**src/rtl/servo_pwm_bank.sv**
```systemverilog
// rtl/servo_pwm_bank.sv - bank of servo PWM channels with frame-aligned width updates
// Optional feature macro: SERVO_SLEW_EN limits each frame's width change to SLEW_STEP cycles.
module servo_pwm_bank #(
  parameter int NUM_CH      = 3,
  parameter int PERIOD_CYC  = 1000000,
  parameter int PW_W        = 20,
  parameter int RESET_WIDTH = 75000,
  parameter int SLEW_STEP   = 500,
  localparam int SEL_W      = (NUM_CH > 1) ? $clog2(NUM_CH) : 1
) (
  input  logic              clock,
  input  logic              resetn,
  input  logic              ch_wr,
  input  logic [SEL_W-1:0]  ch_sel,
  input  logic [PW_W-1:0]   ch_width,
  output logic              ch_ready,
  output logic              wr_drop,
  output logic [NUM_CH-1:0] pwm_out,
  output logic              frame_start,
  output logic [NUM_CH-1:0] settled
);

  // The counter shares the pulse-width field width, since a width of PERIOD_CYC must be representable.
  localparam logic [PW_W-1:0] LAST_CNT = PW_W'(PERIOD_CYC - 1);
  localparam logic [PW_W-1:0] MAX_W    = PW_W'(PERIOD_CYC);
  localparam logic [PW_W-1:0] RST_W    = PW_W'(RESET_WIDTH);
`ifdef SERVO_SLEW_EN
  localparam logic [PW_W-1:0] STEP_W   = PW_W'(SLEW_STEP);
`endif

  if (NUM_CH < 1 || NUM_CH > 16 || PERIOD_CYC < 2 || RESET_WIDTH > PERIOD_CYC ||
      SLEW_STEP < 1 || PERIOD_CYC >= (1 << PW_W)) begin : g_bad_params
    $error("servo_pwm_bank: parameter out of range");
  end

  logic [PW_W-1:0]              cnt_q, cnt_d;
  logic                         running_q, running_d;
  logic [NUM_CH-1:0][PW_W-1:0]  target_q, target_d;
  logic [NUM_CH-1:0][PW_W-1:0]  active_q, active_d;
  logic [NUM_CH-1:0]            pwm_q, pwm_d;
  logic                         frame_start_q, frame_start_d;
  logic                         wr_drop_q, wr_drop_d;
  logic                         transfer, sel_ok, wr_ok;
  logic [PW_W-1:0]              wr_width;

  // Last counter value is the transfer cycle; writes are refused there so targets are stable.
  assign transfer    = (cnt_q == LAST_CNT);
  assign ch_ready    = running_q && !transfer;
  assign sel_ok      = (int'(ch_sel) < NUM_CH);
  assign wr_ok       = ch_wr && ch_ready && sel_ok;
  assign wr_width    = (ch_width > MAX_W) ? MAX_W : ch_width;
  assign pwm_out     = pwm_q;
  assign frame_start = frame_start_q;
  assign wr_drop     = wr_drop_q;

  // Settled flags compare active and target widths directly.
  always_comb begin
    settled = '0;
    for (int i = 0; i < NUM_CH; i++) begin
      settled[i] = (active_q[i] == target_q[i]);
    end
  end

  // Next state: frame counter, host writes, frame-boundary transfer and registered outputs.
  always_comb begin
    cnt_d         = transfer ? '0 : cnt_q + 1'b1;
    running_d     = 1'b1;
    frame_start_d = (cnt_q == '0);
    wr_drop_d     = ch_wr && !(ch_ready && sel_ok);
    target_d      = target_q;
    active_d      = active_q;
    pwm_d         = '0;
    for (int i = 0; i < NUM_CH; i++) begin
      pwm_d[i] = (cnt_q < active_q[i]);
      if (wr_ok && ch_sel == SEL_W'(i)) begin
        target_d[i] = wr_width;
      end
      if (transfer) begin
`ifdef SERVO_SLEW_EN
        if (target_q[i] > active_q[i]) begin
          active_d[i] = (target_q[i] - active_q[i] > STEP_W) ? active_q[i] + STEP_W : target_q[i];
        end else begin
          active_d[i] = (active_q[i] - target_q[i] > STEP_W) ? active_q[i] - STEP_W : target_q[i];
        end
`else
        active_d[i] = target_q[i];
`endif
      end
    end
  end

  // State registers; reset abandons the frame in progress and restores neutral widths.
  always_ff @(posedge clock or negedge resetn) begin
    if (!resetn) begin
      cnt_q         <= '0;
      running_q     <= 1'b0;
      target_q      <= {NUM_CH{RST_W}};
      active_q      <= {NUM_CH{RST_W}};
      pwm_q         <= '0;
      frame_start_q <= 1'b0;
      wr_drop_q     <= 1'b0;
    end else begin
      cnt_q         <= cnt_d;
      running_q     <= running_d;
      target_q      <= target_d;
      active_q      <= active_d;
      pwm_q         <= pwm_d;
      frame_start_q <= frame_start_d;
      wr_drop_q     <= wr_drop_d;
    end
  end

endmodule

```
**config.mk**
```make
export PLATFORM = sky130hd
export DESIGN_NAME = servo_pwm_bank
export DESIGN_NICKNAME = d
export VERILOG_FILES = /design/src/rtl/servo_pwm_bank.sv
export SDC_FILE = /design/constraint.sdc
export NUM_CORES = 1
export LEC_CHECK = 0
export ABC_CLOCK_PERIOD_IN_PS = 3100
export BUFFER_PORTS_ARGS = -buffer_cell sky130_fd_sc_hd__buf_2
export CORE_MARGIN = 1
export CORE_UTILIZATION = 40
export CTS_BUF_LIST = sky130_fd_sc_hd__clkbuf_4 sky130_fd_sc_hd__clkbuf_8
export DETAILED_ROUTE_END_ITERATION = 12
export PLACE_DENSITY = 0.6
export SYNTH_ARGS = -nofsm -noshare
export SYNTH_HDL_FRONTEND = slang
export SYNTH_SLANG_ARGS = --single-unit
```
**constraint.sdc**
```tcl
create_clock -name clock -period 3.1 [get_ports clock]
set_input_delay 0 -clock clock [delete_from_list [all_inputs] [get_ports clock]]
set_output_delay 0 -clock clock [all_outputs]
set_load 0.005 [all_outputs]
```
==> flow_summary_export.csv, run 1 <==
group,metric,value,unit
synthesis,ys_top_cells_by_area,"dfrtp_1 32%, dfstp_2 16%, ha_1 9.6%",
clock_network,cts-htree-levels,4,
floorplan,initial_utilization,41.0,%
global_routing,grt_max_degree,79,
clock_network,cts_root_buf,"clkbuf_8",
detailed_routing,drtPass1Iterations,5,
detailed_routing,routedWlPerCell,18.2,um
synthesis,netlist_instances,776,
floorplan,die_y,141,um
power_and_ir_drop,p_per_area,480,mW/mm^2
hold_path,worstHoldPathCells,3,
synthesis,ys_ff_latch,146,
placement,port_buffers,33,
power_and_ir_drop,ir_drop,0.189,mV
synthesis,syn_area,0.00773,sq mm
timing,fin_crit_sh,95.9,%
setup_path,cp_data_required_time,3500,ps
hold_path,min_path_type,"primary input to flip-flop",
detailed_routing,vias_per_cell,5.05,
timing,fin_hold_ws,28.1,ps
synthesis,yosys.area.top_type_share,31.7,%
synthesis,ys_types,50,
synthesis,synth_edf_count,0,
setup_path,startpoint_type,"flip-flop",
timing,finClkSkew,11.3,ps
timing,max_slew.worst_pin.slew,939,ps
setup_path,cp_max_fo,8,
synthesis,synth-main-ff-cell,"dfrtp_1",
detailed_routing,routed-via-count,5626,
synthesis,yosysTopAreaCell,"dfrtp_1",
floorplan,dieArea,0.0199,sq mm
detailed_routing,initialDrtViolationCount,389,
final_layout,drive_gt1_share,18.5,%
timing,drv_slew,0,
floorplan,num_io_pins,34,
job,maxCapViolCount,0,
synthesis,yosys_warnings,0,
clock_network,cts.clk_slew.worst_paths,90,ps
synthesis,seq_area_frac_synth,48.1,%
detailed_routing,postRouteWirelength,20300,um
synthesis,syn_area_per_cell,9.96,sq um
setup_path,reg2regPathDepth,6,
placement,place_congestion,0.871,
final_layout,fin_nets,923,
hold_path,min-delay-start,"ch_width[10]",
hold_path,whs_endpoint,"target_q[10]$_DFFE_PN1P_",
synthesis,synth-async-reset-ratio,100,%
timing,maxSlewHeadroom,36.7,%
setup_path,r2r-end,"wr_drop$_DFF_PN0_",
floorplan,coreArea,0.0188,sq mm
timing,setup_viol,0,
timing,hold_viol_final,0,
setup_path,rrSetupSlack,130,ps
setup_path,cp-end-kind,"flip-flop",
floorplan,placementRows,50,
timing,max_clock_freq,336,MHz
floorplan,die_x,141,um
global_routing,grt_usage,22.2,%
timing,rsz0062_at_grt,"no",
final_layout,syn_to_final_growth,13.7,%
global_routing,grt_pass1_wl,31900,um
global_routing,antenna_found_initial,2,
global_routing,grt_pass1_vias,5453,
timing,period_needed,2970,ps
clock_network,cts_buffers,17,
clock_network,cts_tree,"built",
synthesis,syn-num-nets,860,
final_layout,n_fill_cell,1778,
outcome,outcome,"finished clean",
setup_path,reg2reg_from,"cnt_q[7]$_DFF_PN0_",
global_routing,globalRoute.totalOverflow,0,
clock_network,clock_latency,460,ps
setup_path,arrival,3370,ps
clock_network,clock_sinks,146,
power_and_ir_drop,p_leak,0.00400,uW
clock_network,cts.path.max_buffers,2,
detailed_routing,route.detailed.drc,0,
timing,fin_setup_tns,0,ps
setup_path,critPathKind,"flip-flop to flip-flop",
detailed_routing,drtAntennaViolNets,0,
placement,place_hpwl,14900,um
[flip-flops by register name (all words and copies together) (netlist names)]
signal	cells
frame_start	1
target_q	60
pwm_out	3
running_q	1
active_q	60
cnt_q	20
wr_drop	1
[area by class of cell]
class | instances | area, sq um | share of cell area [%]
sequential | 146 | 3710 | 42.2
multi-input combinational | 542 | 3620 | 41.2
clock inverter | 14 | 156 | 1.78
timing repair buffer | 69 | 494 | 5.62
clock buffer | 18 | 241 | 2.75
antenna | 2 | 5.00 | 0.0569
inverter | 63 | 236 | 2.69
tap | 260 | 325 | 3.70
[metal layers]
metal / GRT usage, % / up-vias / share of wire (%)
met2: 34.9 / 128 / 46
met5: 0 / - / 0
li1: - / 2788 / -
met1: 29.0 / 2683 / 45
met4: 9.21 / 0 / 2.4
met3: 6.11 / 27 / 6.2
[cells in the final DEF, fill, tap and decap left out, types with 11 or more instances in the layout]
cell type,n
mux2_2,12
xor2_1,45
nor2_1,19
ha_1,59
o21ai_0,96
nand4_1,15
dlygate4sd3_1,16
nand3_1,16
buf_4,19
nand2_1,136
clkbuf_8,17
xnor2_1,31
a21oi_1,16
inv_1,63
dfstp_2,48
dfrtp_1,98
nor4_1,17
buf_2,32
o21ai_1,11
[Yosys cell counts (all sizes together) (4+ instances only)]
library cell,instances
inv,63
nand3,16
dfrtp,98
clkbuf,7
dfstp,48
ha,59
nand2,136
nor4,17
buf,18
nor2,20
mux2,15
o21ai,107
xnor2,31
a21o,10
xor2,45
a21oi,17
and4,5
nand2b,4
nand4,16
[timing repair]
action | 4_1_cts | 5_1_grt
setup buffers | 0 | 0
hold buffers | 16 | 0
setup endpoints to repair | 0 | 1
endpoints found under the hold margin | 98 | 0
resized for setup | 0 | 2
[where the power goes]
part	internal, uW	switching (uW)
clock network	732	777
registers	2110	151
logic	202	246
total	3040	1170
[through the flow]
step	worst slack [ps]	area (sq um)	std cells	util (%)	total power, uW
after floorplan	945	7730	776	-	2530
after global routing	48.8	8780	1112	46.7	4400
after global placement	596	8220	1064	43.7	2720
final	126	8790	1114	46.7	4220
after detailed placement	577	8220	1064	43.7	2730
after CTS	109	8780	1112	46.6	4270
[cell families (layout without fill, tap and decap cells)]
group	after synthesis	count (layout)	share of synthesized area [%]
and+or+nand+nor	232	232	13.9
AOI/OAI and AO/OA	159	159	12.3
DFF	146	146	48.1
buffers and inverters	88	164	5.18
xor gates and xnor gates	76	76	8.61
adders and majority gates	59	59	9.55
muxes	15	15	2.33
other	1	3	0.0485
[worst max-delay path, cell delays in order (launching register included)]
cell           delay [ps]
dfrtp_1               510
nor4_1                590
nand2_1               410
or2_2                 530
and2_4                220
a21oi_2               100
dlygate4sd3_1         550
[worst max path at each step]
stage / from / to / cells after the start
after detailed placement: cnt_q[0]$_DFF_PN0_ / target_q[14]$_DFFE_PN0P_ / 6
final: cnt_q[7]$_DFF_PN0_ / wr_drop$_DFF_PN0_ / 6
after CTS: cnt_q[0]$_DFF_PN0_ / wr_drop$_DFF_PN0_ / 7
after floorplan: cnt_q[1]$_DFF_PN0_ / target_q[37]$_DFFE_PN0P_ / 6
after global placement: cnt_q[3]$_DFF_PN0_ / target_q[59]$_DFFE_PN0P_ / 4
after global routing: cnt_q[7]$_DFF_PN0_ / wr_drop$_DFF_PN0_ / 6
Note: power is estimated with default switching activity, not from simulation.
==> run 2, diff against run 1 <==
Settings changed: CORE_UTILIZATION 40 to 44, PLACE_DENSITY 0.6 to 0.64, SKIP_LAST_GASP set to 1.
==> flow_summary_export.csv, run 2 (synthesis gave the netlist of run 1 again) <==
group,metric,value,unit
clock_network,cts-htree-levels,4,
detailed_routing,postRouteWirelength,20400,um
power_and_ir_drop,ir_drop,0.332,mV
setup_path,startpoint_type,"flip-flop",
timing,setup_viol,0,
setup_path,rrSetupSlack,180,ps
clock_network,clock_latency,470,ps
global_routing,grt_usage,24.6,%
placement,port_buffers,33,
timing,drv_slew,0,
detailed_routing,initialDrtViolationCount,582,
floorplan,placementRows,48,
power_and_ir_drop,power,4340,uW
final_layout,layout_commonest_cell,"nand2_1",
final_layout,multi_input_area,0.00362,sq mm
detailed_routing,drtPass1Iterations,8,
floorplan,coreArea,0.0172,sq mm
global_routing,grt_pass1_vias,5538,
final_layout,n_fill_cell,1562,
clock_network,cts_root_buf,"clkbuf_8",
timing,max_clock_freq,343,MHz
setup_path,critPathKind,"flip-flop to flip-flop",
timing,rsz0062_at_grt,"no",
outcome,outcome,"complete, but fails checks",
global_routing,grt_max_degree,90,
detailed_routing,vias_per_cell,5.30,
placement,place_ws,539,ps
setup_path,cp_data_required_time,3500,ps
clock_network,cts.path.max_buffers,2,
floorplan,initial_utilization,44.8,%
timing,max_slew.worst_pin.slew,850,ps
detailed_routing,drtAntennaViolNets,0,
floorplan,die_x,135,um
timing,fin_setup_tns,0,ps
placement,place_inst,1023,
timing,period_needed,2920,ps
setup_path,cp_max_fo,7,
clock_network,clock_sinks,146,
final_layout,reg.largest.list,"active_q: 60 flops, target_q: 60 flops, cnt_q: 20 flops",
timing,maxSlewHeadroom,43.3,%
clock_network,cts.clk_slew.worst_paths,80,ps
detailed_routing,routed-via-count,5695,
global_routing,grt_pass1_wl,32000,um
clock_network,cts_setup_buffers,0,
detailed_routing,route.detailed.drc,1,
final_layout,syn_to_final_growth,13.6,%
hold_path,worstHoldPathCells,3,
placement,place_hpwl,14400,um
final_layout,register_area,0.00371,sq mm
floorplan,dieArea,0.0181,sq mm
hold_path,min_path_type,"primary input to flip-flop",
detailed_routing,routedWlPerCell,19.0,um
power_and_ir_drop,p_leak,0.00401,uW
global_routing,antenna_found_initial,1,
floorplan,die_y,135,um
clock_network,cts_buffers,17,
timing,fin_crit_sh,94.1,%
final_layout,antenna_cells,0,
floorplan,num_io_pins,34,
final_layout,fin_nets,921,
outcome,violations,"design-rule violations",
timing,finClkSkew,14.8,ps
job,maxCapViolCount,0,
timing,fin_hold_ws,33.9,ps
power_and_ir_drop,p_per_area,494,mW/mm^2
final_layout,final_cell_mix,"136 x nand2_1, 98 x dfrtp_1, 96 x o21ai_0",
setup_path,arrival,3320,ps
placement,place_congestion,0.890,
final_layout,stdcell_count,1075,
setup_path,reg2regPathDepth,7,
global_routing,globalRoute.totalOverflow,0,
setup_path,cp-end-kind,"flip-flop",
final_layout,drive_gt1_share,17.8,%
timing,hold_viol_final,0,
timing,fin_ws,182,ps
clock_network,cts_tree,"built",
run 2: path summary, 6_finish.rpt:
| path | startpoint | to |
|---|---|---|
| max in group asynchronous | resetn | active_q[26]$_DFFE_PN1N_ |
| hold reg to reg | target_q[26]$_DFFE_PN1P_ | target_q[26]$_DFFE_PN1P_ |
| setup reg to reg | cnt_q[1]$_DFF_PN0_ | wr_drop$_DFF_PN0_ |
| min in group asynchronous | resetn | cnt_q[14]$_DFF_PN0_ |
| hold / removal | ch_width[15] | target_q[15]$_DFFE_PN0P_ |
| setup / recovery | cnt_q[1]$_DFF_PN0_ | wr_drop$_DFF_PN0_ |
run 2: layout make-up:
class | instances | area share (%)
Clock inverter | 9 | 1.50
Multi-Input combinational cell | 542 | 41.2
Clock buffer | 23 | 3.39
Sequential cell | 146 | 42.3
Inverter | 63 | 2.69
Tap cell | 225 | 3.21
Timing Repair Buffer | 67 | 5.72
run 2: where the power goes:
part           leakage [uW]  internal (uW)  total [uW]  switching (uW)
Combinational       0.00201            204         450             246
Clock              0.000212            885        1620             736
Sequential          0.00180           2110        2270             160
run 2: metrics by stage:
step,utilization (%),cell area (sq um)
2_1_floorplan,-,7730
3_3_place_gp,47.3,8150
3_5_place_dp,47.3,8150
4_1_cts,50.9,8780
5_1_grt,50.9,8780
6_report,50.9,8780
run 2: repair_timing:
| item | in CTS | in global routing |
|---|---|---|
| endpoints found under the hold margin | 104 | 0 |
| gates resized for setup | 0 | 1 |
| hold buffers | 20 | 0 |
| setup endpoints to repair | 0 | 1 |
run 2: routing by layer:
| layer | GRT usage (%) | routed length [um] | vias to the layer above | part of all wire (%) |
|---|---|---|---|---|
| met2 | 35.9 | 8830 | 140 | 43 |
| li1 | - | - | 2775 | - |
| met4 | 13.0 | 996 | 0 | 4.9 |
| met1 | 34.1 | 9570 | 2726 | 47 |
| met5 | 0 | 0 | - | 0 |
| met3 | 5.74 | 1060 | 54 | 5.2 |
run 2: critical path, stage by stage, from the launching register on:
cell	delay [ps]
dfrtp_1	520
ha_1	270
inv_1	90
or4_1	750
or2_4	380
and2_4	190
a21oi_2	100
dlygate4sd3_1	560
